<file path="config.mk">
export PLATFORM = sky130hd
export DESIGN_NAME = booth_mul_sequencer_flat
export DESIGN_NICKNAME = d
export VERILOG_FILES = /design/src/rtl/booth_seq_pkg.sv /design/src/rtl/booth_mul_sequencer_if.sv /design/src/rtl/booth_operand_fifo.sv /design/src/rtl/booth_mul_sequencer.sv /design/src/flat_wrapper.sv
export SDC_FILE = /design/constraint.sdc
export NUM_CORES = 1
export LEC_CHECK = 0
export BUFFER_PORTS_ARGS = -buffer_cell sky130_fd_sc_hd__clkbuf_2
export CORE_AREA = 2 2 100 102
export CTS_CLUSTER_SIZE = 30
export DETAILED_ROUTE_END_ITERATION = 7
export DIE_AREA = 0 0 102 104
export PLACE_DENSITY = 0.8
export REMOVE_ABC_BUFFERS = 1
export SKIP_CTS_REPAIR_TIMING = 1
export SLEW_MARGIN = 10
export SYNTH_ARGS = -nofsm -noshare
export SYNTH_HDL_FRONTEND = slang
export SYNTH_HIERARCHICAL = 1
export SYNTH_SLANG_ARGS = --single-unit
</file>
<file path="constraint.sdc">
create_clock -name clk -period 2.1 [get_ports clk]
set_input_delay 0.63 -clock clk [delete_from_list [all_inputs] [get_ports clk]]
set_output_delay 0.63 -clock clk [all_outputs]
set_load 0.02 [all_outputs]
</file>
<file path="src/rtl/booth_seq_pkg.sv">
// Shared types for the Booth multiplier sequencer: FSM states, product width
// and the operand-pair entry stored in the FIFO.
package booth_seq_pkg;

    localparam int DATA_W = 8;
    localparam int PROD_W = 2 * DATA_W;

    typedef enum logic [1:0] {
        IDLE  = 2'd0,
        ISSUE = 2'd1,
        WAIT  = 2'd2,
        HOLD  = 2'd3
    } seq_state_e;

    typedef struct packed {
        logic signed [DATA_W-1:0] a;
        logic signed [DATA_W-1:0] b;
    } operand_t;

endpackage

</file>
<file path="src/rtl/booth_mul_sequencer_if.sv">
// Producer, multiplier and consumer signals of the sequencer in one bundle.
// Handshakes: a transfer happens on a rising clk edge where valid && ready.
interface booth_mul_sequencer_if
    import booth_seq_pkg::*;
#(
    parameter int DATAWIDTH  = 8,
    parameter int FIFO_DEPTH = 4
) ();

    localparam int CW = $clog2(FIFO_DEPTH + 1);

    logic                          in_valid;
    logic                          in_ready;
    logic signed [DATAWIDTH-1:0]   in_a;
    logic signed [DATAWIDTH-1:0]   in_b;

    logic                          mul_start;
    logic signed [DATAWIDTH-1:0]   mul_a;
    logic signed [DATAWIDTH-1:0]   mul_b;
    logic signed [2*DATAWIDTH-1:0] mul_product;
    logic                          mul_done;

    logic                          out_valid;
    logic                          out_ready;
    logic signed [2*DATAWIDTH-1:0] out_product;
    logic                          out_timeout;

    logic [CW-1:0]                 fifo_count;
    seq_state_e                    dbg_state;

    modport slave (
        input  in_valid, in_a, in_b, mul_product, mul_done, out_ready,
        output in_ready, mul_start, mul_a, mul_b, out_valid, out_product,
               out_timeout, fifo_count, dbg_state
    );

    modport master (
        output in_valid, in_a, in_b, mul_product, mul_done, out_ready,
        input  in_ready, mul_start, mul_a, mul_b, out_valid, out_product,
               out_timeout, fifo_count, dbg_state
    );

endinterface

</file>
<file path="src/rtl/booth_operand_fifo.sv">
// Small synchronous FIFO of operand pairs; depth must be a power of two so
// the pointers wrap naturally.
module booth_operand_fifo #(
    parameter  int DATAWIDTH  = 8,
    parameter  int FIFO_DEPTH = 4,
    localparam int EW = 2 * DATAWIDTH,
    localparam int AW = $clog2(FIFO_DEPTH),
    localparam int CW = $clog2(FIFO_DEPTH + 1)
) (
    input  logic          clk,
    input  logic          rst,
    input  logic          push_i,
    input  logic [EW-1:0] wdata_i,
    input  logic          pop_i,
    output logic [EW-1:0] rdata_o,
    output logic          full_o,
    output logic          empty_o,
    output logic [CW-1:0] count_o
);

    logic [EW-1:0] mem_q [FIFO_DEPTH];
    logic [AW-1:0] wr_ptr_q, rd_ptr_q;
    logic [CW-1:0] count_q, count_d;
    logic          push_ok, pop_ok;

    assign full_o  = (count_q == CW'(FIFO_DEPTH));
    assign empty_o = (count_q == '0);
    assign count_o = count_q;
    assign rdata_o = mem_q[rd_ptr_q];

    // A push into a full FIFO is dropped, never overwrites.
    assign push_ok = push_i && !full_o;
    assign pop_ok  = pop_i && !empty_o;

    always_comb begin
        count_d = count_q;
        case ({push_ok, pop_ok})
            2'b10:   count_d = count_q + 1'b1;
            2'b01:   count_d = count_q - 1'b1;
            default: count_d = count_q;
        endcase
    end

    always_ff @(posedge clk) begin
        if (push_ok) begin
            mem_q[wr_ptr_q] <= wdata_i;
        end
    end

    always_ff @(posedge clk or posedge rst) begin
        if (rst) begin
            wr_ptr_q <= '0;
            rd_ptr_q <= '0;
            count_q  <= '0;
        end else begin
            count_q <= count_d;
            if (push_ok) wr_ptr_q <= wr_ptr_q + 1'b1;
            if (pop_ok)  rd_ptr_q <= rd_ptr_q + 1'b1;
        end
    end

endmodule

</file>
<file path="src/rtl/booth_mul_sequencer.sv">
// Feeds queued operand pairs to booth_multiplier one at a time and returns
// each product (or a timeout marker) on a valid/ready output, in order.
module booth_mul_sequencer
    import booth_seq_pkg::*;
#(
    parameter int DATAWIDTH  = DATA_W,
    parameter int FIFO_DEPTH = 4,
    parameter int TIMEOUT    = 64
) (
    input logic                  clk,
    input logic                  rst_overall,
    booth_mul_sequencer_if.slave bus
);

    localparam int TW = (TIMEOUT > 1) ? $clog2(TIMEOUT) : 1;
    localparam logic [TW-1:0] TIMER_LAST = TW'(TIMEOUT - 1);

    seq_state_e                    state_q, state_d;
    logic                          mul_start_q, mul_start_d;
    logic signed [DATAWIDTH-1:0]   mul_a_q, mul_a_d, mul_b_q, mul_b_d;
    logic                          out_valid_q, out_valid_d;
    logic signed [2*DATAWIDTH-1:0] out_product_q, out_product_d;
    logic                          out_timeout_q, out_timeout_d;
    logic                          done_q;
    logic [TW-1:0]                 timer_q, timer_d;

    operand_t wr_entry, head;
    logic     fifo_pop, fifo_full, fifo_empty;
    logic     completion;

    assign wr_entry.a = bus.in_a;
    assign wr_entry.b = bus.in_b;

    booth_operand_fifo #(
        .DATAWIDTH (DATAWIDTH),
        .FIFO_DEPTH(FIFO_DEPTH)
    ) u_fifo (
        .clk    (clk),
        .rst    (rst_overall),
        .push_i (bus.in_valid),
        .wdata_i(wr_entry),
        .pop_i  (fifo_pop),
        .rdata_o(head),
        .full_o (fifo_full),
        .empty_o(fifo_empty),
        .count_o(bus.fifo_count)
    );

    // Only a fresh rising edge of done counts; a level left over from the
    // previous operation must drop first.
    assign completion = bus.mul_done && !done_q;

    always_comb begin
        state_d       = state_q;
        mul_start_d   = 1'b0;
        mul_a_d       = mul_a_q;
        mul_b_d       = mul_b_q;
        out_valid_d   = out_valid_q;
        out_product_d = out_product_q;
        out_timeout_d = out_timeout_q;
        timer_d       = timer_q;
        fifo_pop      = 1'b0;
        case (state_q)
            IDLE: begin
                if (!fifo_empty) begin
                    fifo_pop = 1'b1;
                    mul_a_d  = head.a;
                    mul_b_d  = head.b;
                    state_d  = ISSUE;
                end
            end
            ISSUE: begin
                mul_start_d = 1'b1;
                timer_d     = '0;
                state_d     = WAIT;
            end
            WAIT: begin
                if (completion) begin
                    out_product_d = bus.mul_product;
                    out_timeout_d = 1'b0;
                    out_valid_d   = 1'b1;
                    state_d       = HOLD;
                end else if (timer_q == TIMER_LAST) begin
                    out_product_d = '0;
                    out_timeout_d = 1'b1;
                    out_valid_d   = 1'b1;
                    state_d       = HOLD;
                end else begin
                    timer_d = timer_q + 1'b1;
                end
            end
            HOLD: begin
                if (bus.out_ready) begin
                    out_valid_d = 1'b0;
                    if (!fifo_empty) begin
                        fifo_pop = 1'b1;
                        mul_a_d  = head.a;
                        mul_b_d  = head.b;
                        state_d  = ISSUE;
                    end else begin
                        state_d = IDLE;
                    end
                end
            end
            default: state_d = IDLE;
        endcase
    end

    always_ff @(posedge clk or posedge rst_overall) begin
        if (rst_overall) begin
            state_q       <= IDLE;
            mul_start_q   <= 1'b0;
            mul_a_q       <= '0;
            mul_b_q       <= '0;
            out_valid_q   <= 1'b0;
            out_product_q <= '0;
            out_timeout_q <= 1'b0;
            done_q        <= 1'b0;
            timer_q       <= '0;
        end else begin
            state_q       <= state_d;
            mul_start_q   <= mul_start_d;
            mul_a_q       <= mul_a_d;
            mul_b_q       <= mul_b_d;
            out_valid_q   <= out_valid_d;
            out_product_q <= out_product_d;
            out_timeout_q <= out_timeout_d;
            done_q        <= bus.mul_done;
            timer_q       <= timer_d;
        end
    end

    assign bus.in_ready    = !fifo_full;
    assign bus.mul_start   = mul_start_q;
    assign bus.mul_a       = mul_a_q;
    assign bus.mul_b       = mul_b_q;
    assign bus.out_valid   = out_valid_q;
    assign bus.out_product = out_product_q;
    assign bus.out_timeout = out_timeout_q;
    assign bus.dbg_state   = state_q;

endmodule

</file>
<file path="src/flat_wrapper.sv">
// flat-port wrapper written by rule: the top's interface ports become plain ports
module booth_mul_sequencer_flat import booth_seq_pkg::*;
#(
    parameter int DATAWIDTH  = DATA_W,
    parameter int FIFO_DEPTH = 4,
    parameter int TIMEOUT    = 64
)
  (clk, rst_overall, bus_in_valid, bus_in_a, bus_in_b, bus_mul_product, bus_mul_done, bus_out_ready, bus_in_ready, bus_mul_start, bus_mul_a, bus_mul_b, bus_out_valid, bus_out_product, bus_out_timeout, bus_fifo_count, bus_dbg_state);
  booth_mul_sequencer_if #(.DATAWIDTH(DATAWIDTH), .FIFO_DEPTH(FIFO_DEPTH)) bus_i ();
  input logic clk;
  input logic rst_overall;
  input wire logic [$bits(bus_i.in_valid)-1:0] bus_in_valid;
  input wire logic [$bits(bus_i.in_a)-1:0] bus_in_a;
  input wire logic [$bits(bus_i.in_b)-1:0] bus_in_b;
  input wire logic [$bits(bus_i.mul_product)-1:0] bus_mul_product;
  input wire logic [$bits(bus_i.mul_done)-1:0] bus_mul_done;
  input wire logic [$bits(bus_i.out_ready)-1:0] bus_out_ready;
  output wire logic [$bits(bus_i.in_ready)-1:0] bus_in_ready;
  output wire logic [$bits(bus_i.mul_start)-1:0] bus_mul_start;
  output wire logic [$bits(bus_i.mul_a)-1:0] bus_mul_a;
  output wire logic [$bits(bus_i.mul_b)-1:0] bus_mul_b;
  output wire logic [$bits(bus_i.out_valid)-1:0] bus_out_valid;
  output wire logic [$bits(bus_i.out_product)-1:0] bus_out_product;
  output wire logic [$bits(bus_i.out_timeout)-1:0] bus_out_timeout;
  output wire logic [$bits(bus_i.fifo_count)-1:0] bus_fifo_count;
  output wire logic [$bits(bus_i.dbg_state)-1:0] bus_dbg_state;
  assign bus_i.in_valid = bus_in_valid;
  assign bus_i.in_a = bus_in_a;
  assign bus_i.in_b = bus_in_b;
  assign bus_i.mul_product = bus_mul_product;
  assign bus_i.mul_done = bus_mul_done;
  assign bus_i.out_ready = bus_out_ready;
  assign bus_in_ready = bus_i.in_ready;
  assign bus_mul_start = bus_i.mul_start;
  assign bus_mul_a = bus_i.mul_a;
  assign bus_mul_b = bus_i.mul_b;
  assign bus_out_valid = bus_i.out_valid;
  assign bus_out_product = bus_i.out_product;
  assign bus_out_timeout = bus_i.out_timeout;
  assign bus_fifo_count = bus_i.fifo_count;
  assign bus_dbg_state = bus_i.dbg_state;
  booth_mul_sequencer #(.DATAWIDTH(DATAWIDTH), .FIFO_DEPTH(FIFO_DEPTH), .TIMEOUT(TIMEOUT)) u_core (.clk(clk), .rst_overall(rst_overall), .bus(bus_i));
endmodule
</file>
Word-level counts from Yosys, hierarchy flattened
Memory sizes are Yosys's and may differ from the RTL's. Cells that the tools add are included. Widths: inputs -> output; s select.

Input port bits: 37. Memories kept: 1. Bits in writable memories: 64. Word-level logic and storage cells: 77. Flip-flop bits (word level): 51.

Reduce and logical (&&, ||, !) cells: 18. Equality and inequality tests: 12. Add/sub/neg operators: 5. Multiplexer cells: 29.

Memory list: u_core.u_fifo.mem_q (depth 4, bits a word 16, rd ports 1, clocked after memory_dff 0, write ports 1, RTL line booth_operand_fifo.sv:21) `logic [EW-1:0] mem_q [FIFO_DEPTH];`.

Operator list (count): $mux 16 (2); $mux 8 (4); $pmux 8 s2 (2); $mux 6 (2); $pmux 6 s2 (1); $mux 1 (10); $reduce_bool 2->1 (5); $reduce_and 3->1 (3); $mux 2 (4); $ne 2x2->1 const B (4); $pmux 2 s4 (1); $add 6x1->6 const B (1); $eq 2x2->1 const B (3); $eq 6x6->1 const B (1); $pmux 3 s2 (1); $add 2x1->2 const B (2); $eq 2x1->1 const B (2); $pmux 1 s2 (2); $reduce_and 2->1 (2); $add 3x1->3 const B (1); $eq 3x3->1 const B (1); $logic_and 1x1->1 (3); $logic_not 1->1 (3); $logic_not 3->1 (1); other kinds (3) (3).

Logic depth before layout (Yosys ltp)
Gate-level depths: netlist (run 1).

Depth after elaboration: 7. Depth in mapped cells: 11. Gate-level depth less buffers: 11.

Cells and area by module
Netlist (run 1), hierarchy kept.

By module, submodules not included: booth_operand_fifo (sequential area each 2097.0 um^2, area an instance 2778.9 um^2, times used 1, cells each 122); booth_mul_sequencer (sequential area each 1101.1 um^2, area an instance 1871.8 um^2, times used 1, cells each 141).

Least setup slack after synthesis (run 1)
No wires, ideal clock.

Kind: reg2reg. Start: reg u_core.state_q[0], in the netlist u_core/bus.dbg_state[0]. End: reg u_core.u_fifo.count_q[2], in the netlist u_core/u_fifo/count_o[2]. Period minus slack after synthesis: 2.383 ns. Setup slack: -0.283 ns. Path buffers: 0. Data required time: 2.020 ns. Arrival: 2.303 ns. Stages on the path, launching flop included: 11. Cell sequence: dfrtp_1 > inv_1 > ha_1 > nor3_1 > o31a_1 > ha_1 > inv_1 > fa_1 > xor2_1 > nor2_1 > xor2_1.

Word-level cells in the longest chain between the ends: 5.

Ends and longest elaborated chain: from (decl) (RTL line booth_mul_sequencer.sv:18) `seq_state_e state_q, state_d;`; from (signal assigned) (RTL line booth_mul_sequencer.sv:121) `state_q <= state_d;`; $eq 2x2->1 or $logic_not 2->1 (tied branches) (RTL line booth_mul_sequencer.sv:63) `case (state_q)`; $pmux 1 s2 (*) (RTL line booth_mul_sequencer.sv:63); via u_core.fifo_pop (RTL line booth_mul_sequencer.sv:28) `logic fifo_pop, fifo_full, fifo_empty;`; $logic_and 1x1->1 (*) (RTL line booth_operand_fifo.sv:33) `assign pop_ok = pop_i && !empty_o;`; via u_core.u_fifo.pop_ok (RTL line booth_operand_fifo.sv:24) `logic push_ok, pop_ok;`; $eq 2x1->1 or $eq 2x2->1 (tied branches) (RTL line booth_operand_fifo.sv:37) `case ({push_ok, pop_ok})`; $pmux 3 s2 or $reduce_bool 2->1 (tied branches); to (signal assigned) (RTL line booth_operand_fifo.sv:56) `count_q <= count_d;`; to (decl) (RTL line booth_operand_fifo.sv:23) `logic [CW-1:0] count_q, count_d;`.

The timed path passes the listed nets; every way through them passes the cells marked *. A chain may end at the register's enable or synchronous reset.

Final worst setup path (run 1)
Start: reg u_core.state_q[1], in the netlist u_core/bus.dbg_state[1]. End: reg u_core.u_fifo.count_q[2], in the netlist u_core/u_fifo/count_o[2].

The elaborated chain is that of the path after synthesis.

==> run metrics, run 1 <==
area growth from synthesis to layout=26.6%; Worst EP required=between 2000 and 3000 ps; Post-route DRC=0; Ports=78; fin crit period=around 2100 ps; largest net degree at the start of global routing=between 40 and 50; initial antenna violation count=0; Pleak=~2.5 nW; Nets=about 420; Final WS setup=-9.35 ps; Synth top area share=just over 40%; core area=9550 um^2; clock transition at the registers of the reported paths=roughly 60 ps; ant diodes=0; Clock Skew=roughly 8.2 ps; final setup vio count=1; Cell Count Post-Placement=484; RSZ-0062 raised after global routing=yes; Cell Area, Synth=between 4000 and 5000 um^2; dominant synthesized flop cell=edfxtp_1; CTS Sinks=115; worst-path cell chain=inv_2 > ha_4 > nor3_2 > o31a_1 > ha_2 > inv_2 > fa_2 > xor2_1 > nor2_1 > xor2_1; Slew Viols, Final=0; drt wl/cell=approximately 16 um; worst reg-to-reg setup slack=-9 ps; H-tree Lvls=4; syn_area_per_cell=17.7 um^2; Hold Vio Cnt, Final=0; first-pass GRT wire length=approximately 14 mm; Site Rows=36; f_max=474 MHz; cts bufs inserted=17; post-DP HPWL=about 5.4 mm; Slowest cell on crit path=dfrtp_1; Max FO, Critical Path=2; Synth area leader=edfxtp_1; Max-slew headroom=between 50% and 60%; sequential share of the synthesized area=between 60% and 70%; wirelength, routed=about 8.5 mm; RR Endpoint=u_core/u_fifo/count_o[2]; YS warnings=6; antenna-violating nets left=0; synth unique cells=42; Initial Util=between 40% and 50%; Arr. time, crit path=between 2000 and 3000 ps; reg2reg start=u_core/bus.dbg_state[1]; setup TNS=-9.35 ps; clk_lat worst skew=510 ps; Port Buf Inserts=just under 80; EDFF count, synth=64; Finished Layout Cells=between 500 and 600; DIE HEIGHT=104 um; Vias/cell=roughly 5.1; worst hold path type=input port to async pin; CTS tree=done; Power Density=about 1600 nW/um^2; GRT overflow=0; worst reg2reg path depth=10; share of layout cells above drive strength 1=a little under half; top post-synthesis cells by area=edfxtp_1 41%, dfrtp_1 27%, mux4_1 4.5%; Period Utilization, post-route=100%; buffer depth of the longest clock path=2; via count=about 2700; Synth Register Bits=around 120; violated checks=setup timing; crit end category=register; worst setup path category=register to register; GPL Wtd Cong=roughly 0.76; vias in the first global route=between 2000 and 3000; element type at the critical path start=register; VDD IR max=~0.00076 V; cell count after synthesis=263; status=finished, violations left; number of max-cap violations=0; DR pass1 iterations=4; total track usage=approximately 17%; fillers=about 730; die area=about 11000 um^2; initial detailed-routing violation count=~130; FFs w/ async S/R, synth=around 44%; Root Driver=clkbuf_8; die width=a little over 100 um; Worst-Margin Slew=approximately 600 ps; worst stage delay on the critical path=approximately 400 ps
## where the power goes
part	leakage, nW	switching [W]	internal [W]
clock network	0.259	0.00108	0.00149
registers	1.21	0.000337	0.00313
logic	1.03	0.00186	0.00170
total	2.50	0.00327	0.00632
## sequential cells by signal, summed over array words and instances (netlist names), 2 cells and up
| signal | count |
|---|---|
| u_core/bus.out_product | 16 |
| u_core/timer_q | 6 |
| u_core/u_fifo/rd_ptr_q | 2 |
| u_core/bus.dbg_state | 2 |
| u_core/u_fifo/count_o | 3 |
| u_core/bus.mul_a | 8 |
| u_core/u_fifo/wr_ptr_q | 2 |
| u_core/bus.mul_b | 8 |
| u_core/u_fifo/mem_q | 64 |
## through the flow
step | hold WS (ps) | instance area [um^2] | setup WS [ps] | total power, W | utilization [%]
finish | 63.1 | 5890 | -9.35 | 0.00959 | 61.6
global route | 74.1 | 5890 | -129 | 0.0102 | 61.6
CTS | 57.1 | 5820 | -99.2 | 0.00958 | 61.0
detailed placement | 485 | 5280 | -130 | 0.00698 | 55.3
global placement | 483 | 5280 | -68.2 | 0.00681 | 55.3
floorplan | 433 | 4570 | -283 | 0.00569 | -
## cells in the final DEF, fill, tap and decap left out, drive strengths merged, types with 2 or more instances in the layout
| cell type | instances |
|---|---|
| nand2b | 3 |
| o21ai | 5 |
| nor2 | 4 |
| xnor2 | 3 |
| buf | 24 |
| clkinv | 4 |
| nor3 | 2 |
| and3 | 2 |
| mux4 | 16 |
| xor2 | 4 |
| a21oi | 5 |
| clkbuf | 95 |
| dfrtp | 51 |
| mux2 | 17 |
| nand3 | 6 |
| a31oi | 2 |
| or3 | 2 |
| and2 | 4 |
| edfxtp | 64 |
| inv | 22 |
| nand2 | 7 |
| ha | 11 |
| a22o | 16 |
| clkinvlp | 3 |
## cells in the mapped netlist (2+ instances only)
cell type  count
a21oi_1        5
edfxtp_1      64
a31oi_1        2
a22o_1         6
mux4_1         8
and2_1         4
buf_6          3
xor2_1         4
dfrtp_1       51
nand2_1        7
nand2b_1       3
nor3_1         2
a22o_2        10
nand3_1        5
ha_1          11
mux2_2        17
o21ai_0        5
xnor2_1        3
inv_1         15
and3_1         2
buf_2          4
or3_1          2
mux4_2         8
nor2_1         4
## critical path: cells and delay by family (launching register included)
family                     cells  cell delay (ps)
buffers and inverters          2              130
DFF                            1              410
and+or+nand+nor                2              290
AOI/OAI and AO/OA              1              190
xor gates and xnor gates       2              300
adders and majority gates      3              720
## layer usage
metal,GRT usage (%),wire (um),part of all wire (%)
met1,20.1,3360,40
met2,29.7,4470,53
met3,6.32,487,5.8
met4,5.33,144,1.7
met5,0,0,0
## how the worst max path moves through the flow
stage	from	end	slack (ps)	cells after the start
floorplan	u_core/bus.dbg_state[0]	u_core/u_fifo/count_o[2]	-280	10
global placement	bus_out_ready	u_core/u_fifo/count_o[2]	-70	10
detailed placement	bus_out_ready	u_core/u_fifo/count_o[2]	-130	10
CTS	u_core/bus.dbg_state[0]	u_core/u_fifo/count_o[2]	-100	10
global route	u_core/bus.dbg_state[1]	u_core/u_fifo/count_o[2]	-130	10
finish	u_core/bus.dbg_state[1]	u_core/u_fifo/count_o[2]	-9	10
## layout make-up
type | count | area (um^2) | area share (%)
repair buffers | 101 | 586 | 9.95
clock buffers | 18 | 418 | 7.10
well taps | 133 | 166 | 2.83
clock inverters | 14 | 123 | 2.08
inverters | 15 | 56.3 | 0.956
multi-input cells | 124 | 1340 | 22.8
flip-flops and latches | 115 | 3200 | 54.3
## kinds of logic after synthesis
logic type	share of synthesized area, %
compound gates	6.86
xor+xnor	1.32
fa+ha+maj	3.39
buf+inv	2.96
flops	68.8
mux	12.7
simple gates	3.98
Power figures use the tool's default switching activity.
==> run 2: changes to the inputs <==
--- a/config.mk
+++ b/config.mk
@@ -5,12 +5,14 @@
 export SDC_FILE = /design/constraint.sdc
 export NUM_CORES = 1
 export LEC_CHECK = 0
+export ABC_AREA = 1
 export BUFFER_PORTS_ARGS = -buffer_cell sky130_fd_sc_hd__clkbuf_2
-export CORE_AREA = 2 2 100 102
+export CORE_AREA = 2 2 103 105
 export CTS_CLUSTER_SIZE = 30
 export DETAILED_ROUTE_END_ITERATION = 7
-export DIE_AREA = 0 0 102 104
-export PLACE_DENSITY = 0.8
+export DIE_AREA = 0 0 105 107
+export HOLD_SLACK_MARGIN = 0.12
+export PLACE_DENSITY = 0.73
 export REMOVE_ABC_BUFFERS = 1
 export SKIP_CTS_REPAIR_TIMING = 1
 export SLEW_MARGIN = 10
==> run metrics, run 2 <==
core area=10100 um^2; Slowest cell on crit path=dfrtp_1; largest net degree at the start of global routing=slightly below 50; sequential share of the synthesized area=63.7%; share of layout cells above drive strength 1=approximately 28%; worst path bufs/invs=5; most frequent cells in the layout=167 x nand2_1, 77 x clkbuf_2, 64 x edfxtp_1; syn_area_per_cell=about 11 um^2; top-count cell post-synth=nand2_1; Power Density=about 1700 nW/um^2; overall power=about 0.010 W; buffer depth of the longest clock path=2; Period Utilization, post-route=between 90% and 100%; Ports=78; total track usage=about a fifth; GRT overflow=0; crit end category=register; Slew Viols, Final=0; first-pass GRT wire length=about 16 mm; dominant synthesized flop cell=edfxtp_1; GPL Wtd Cong=about 0.8; worst setup path category=register to register; vias in the first global route=between 3000 and 4000; die width=between 100 and 150 um; drt wl/cell=between 10 and 15 um; Final WS setup=72.7 ps; worst stage delay on the critical path=390 ps; Initial Util=49.7%; synth unique cells=27; DIE HEIGHT=around 110 um; antenna-violating nets left=0; Port Buf Inserts=between 70 and 80; wirelength, routed=~10 mm; Vias/cell=around 5; commonest non-fill, non-tap cell in the layout=nand2_1; H-tree Lvls=4; Site Rows=37; CTS Sinks=~120; Max-slew headroom=51.9%; clk_lat worst skew=~520 ps; f_max=just under 500 MHz; post-DP HPWL=roughly 6.3 mm; CTS tree=done; DR pass1 iterations=4; Root Driver=clkbuf_8; FFs w/ async S/R, synth=44.3%; dpl ws=-110 ps; Synth area leader=edfxtp_1; max reg flops=between 60 and 70; RSZ-0062 raised after global routing=yes; Max FO, Critical Path=4; status=finished, final reports clean; YS warnings=6; area growth from synthesis to layout=25.3%; Cell Area, Synth=5020 um^2; Post-route DRC=0; Clock Skew=5.45 ps; critical path's top delay family=adder cells; fin crit period=between 2000 and 2500 ps; EDFF count, synth=64; Hold Vio Cnt, Final=0; VDD IR max=between 0.0008 and 0.0009 V; Synth Register Bits=around 120; via count=about 3600; Top cell by count, worst path=inv_2; initial detailed-routing violation count=269; clock transition at the registers of the reported paths=roughly 60 ps; initial antenna violation count=0; element type at the critical path start=register; worst hold path type=input port to register; register with the most flip-flops=u_core/u_fifo/mem_q; worst-path cell chain=inv_2 > ha_4 > nor2_4 > o21ai_1 > inv_1 > nand2_2 > inv_2 > ha_4 > inv_2 > fa_2 > inv_1 > nand2_2 > nand4_1 > nand2_1; ant diodes=0; Arr. time, crit path=roughly 2400 ps; Synth top area share=38.3%; Worst EP required=2510 ps; Pleak=3.02 nW; Nets=between 600 and 700; cts bufs inserted=17; number of max-cap violations=0; final setup vio count=0; synth cell count leaders=170 x nand2_1, 64 x edfxtp_1, 60 x inv_1, 51 x dfrtp_1, 28 x nand3_1; die area=11200 um^2; top post-synthesis cells by area=edfxtp_1 38%, dfrtp_1 25%, nand2_1 13%; cell count after synthesis=between 400 and 500; Worst-Margin Slew=approximately 720 ps
## run 2: cell types whose count changed in the layout (fill, tap and decap cells not counted), sizes merged, moves of 9 or more
cell | before | now
a22o | 16 | 0
nand3 | 6 | 30
mux4 | 16 | 0
nor2 | 4 | 13
inv | 22 | 67
o211ai | 1 | 32
nand2 | 7 | 173
mux2 | 17 | 0
## run 2: area by class of cell
class | instances | area, um^2
multi-input cells | 279 | 1490
well taps | 136 | 170
fillers | 778 | 3800
clock inverters | 13 | 160
flip-flops and latches | 115 | 3200
repair buffers | 102 | 601
clock buffers | 19 | 422
inverters | 66 | 248
## run 2: cells by family (layout without fill, tap and decap cells)
family | after synthesis | count (layout) | share of synthesized area [%]
AOI/OAI and AO/OA | 45 | 45 | 6.93
and+or+nand+nor | 218 | 218 | 17.8
adders and majority gates | 12 | 12 | 3.14
DFF | 115 | 115 | 63.7
xor gates and xnor gates | 4 | 4 | 0.698
buffers and inverters | 82 | 200 | 7.73
## run 2: metrics by stage
step / cells / utilization [%] / hold WS [ps] / TNS [ps] / area, um^2
5_1_grt: 730 / 62.3 / 202 / -54.5 / 6290
4_1_cts: 721 / 61.1 / 21.0 / -147 / 6160
2_1_floorplan: 460 / - / 433 / -1380 / 4880
6_report: 730 / 62.3 / 235 / 0 / 6290
3_5_place_dp: 689 / 55.3 / 460 / -110 / 5580
3_3_place_gp: 689 / 55.3 / 453 / 0 / 5580
## run 2: metal layers
metal | part of all wire [%] | up-vias | wire length (um) | global-route usage (%)
met5 | 0 | - | 0 | 0
met4 | 1.3 | 0 | 133 | 8.29
met3 | 6.9 | 13 | 703 | 6.81
met2 | 49 | 110 | 4930 | 31.4
met1 | 43 | 1747 | 4390 | 23.3
li1 | - | 1761 | - | -
## run 2: final timing paths
path	from	endpoint	slack (ps)	cells after the start
max	u_core/bus.dbg_state[1]	u_core/u_fifo/count_o[2]	70	14
min	bus_mul_done	u_core/done_q	230	1
max reg2reg	u_core/bus.dbg_state[1]	u_core/u_fifo/count_o[2]	70	14
min reg2reg	u_core/bus.mul_b[2]	u_core/bus.mul_b[2]	470	2
max in group asynchronous	rst_overall	u_core/bus.out_product[4]	880	4
min in group asynchronous	rst_overall	u_core/u_fifo/count_o[2]	600	3
## run 2: power breakdown
part           switching [W]  total, W  internal [W]
combinational        0.00266   0.00414       0.00148
sequential          0.000348   0.00349       0.00314
clock               0.000986   0.00279       0.00180
total                0.00400    0.0104       0.00642
## run 2: worst register-to-register path: stages, from the launching register on
cell	delay, ps
dfrtp_1	390
inv_2	100
ha_4	220
nor2_4	70
o21ai_1	60
inv_1	80
nand2_2	60
inv_2	70
ha_4	140
inv_2	50
fa_2	380
inv_1	100
nand2_2	60
nand4_1	70
nand2_1	60
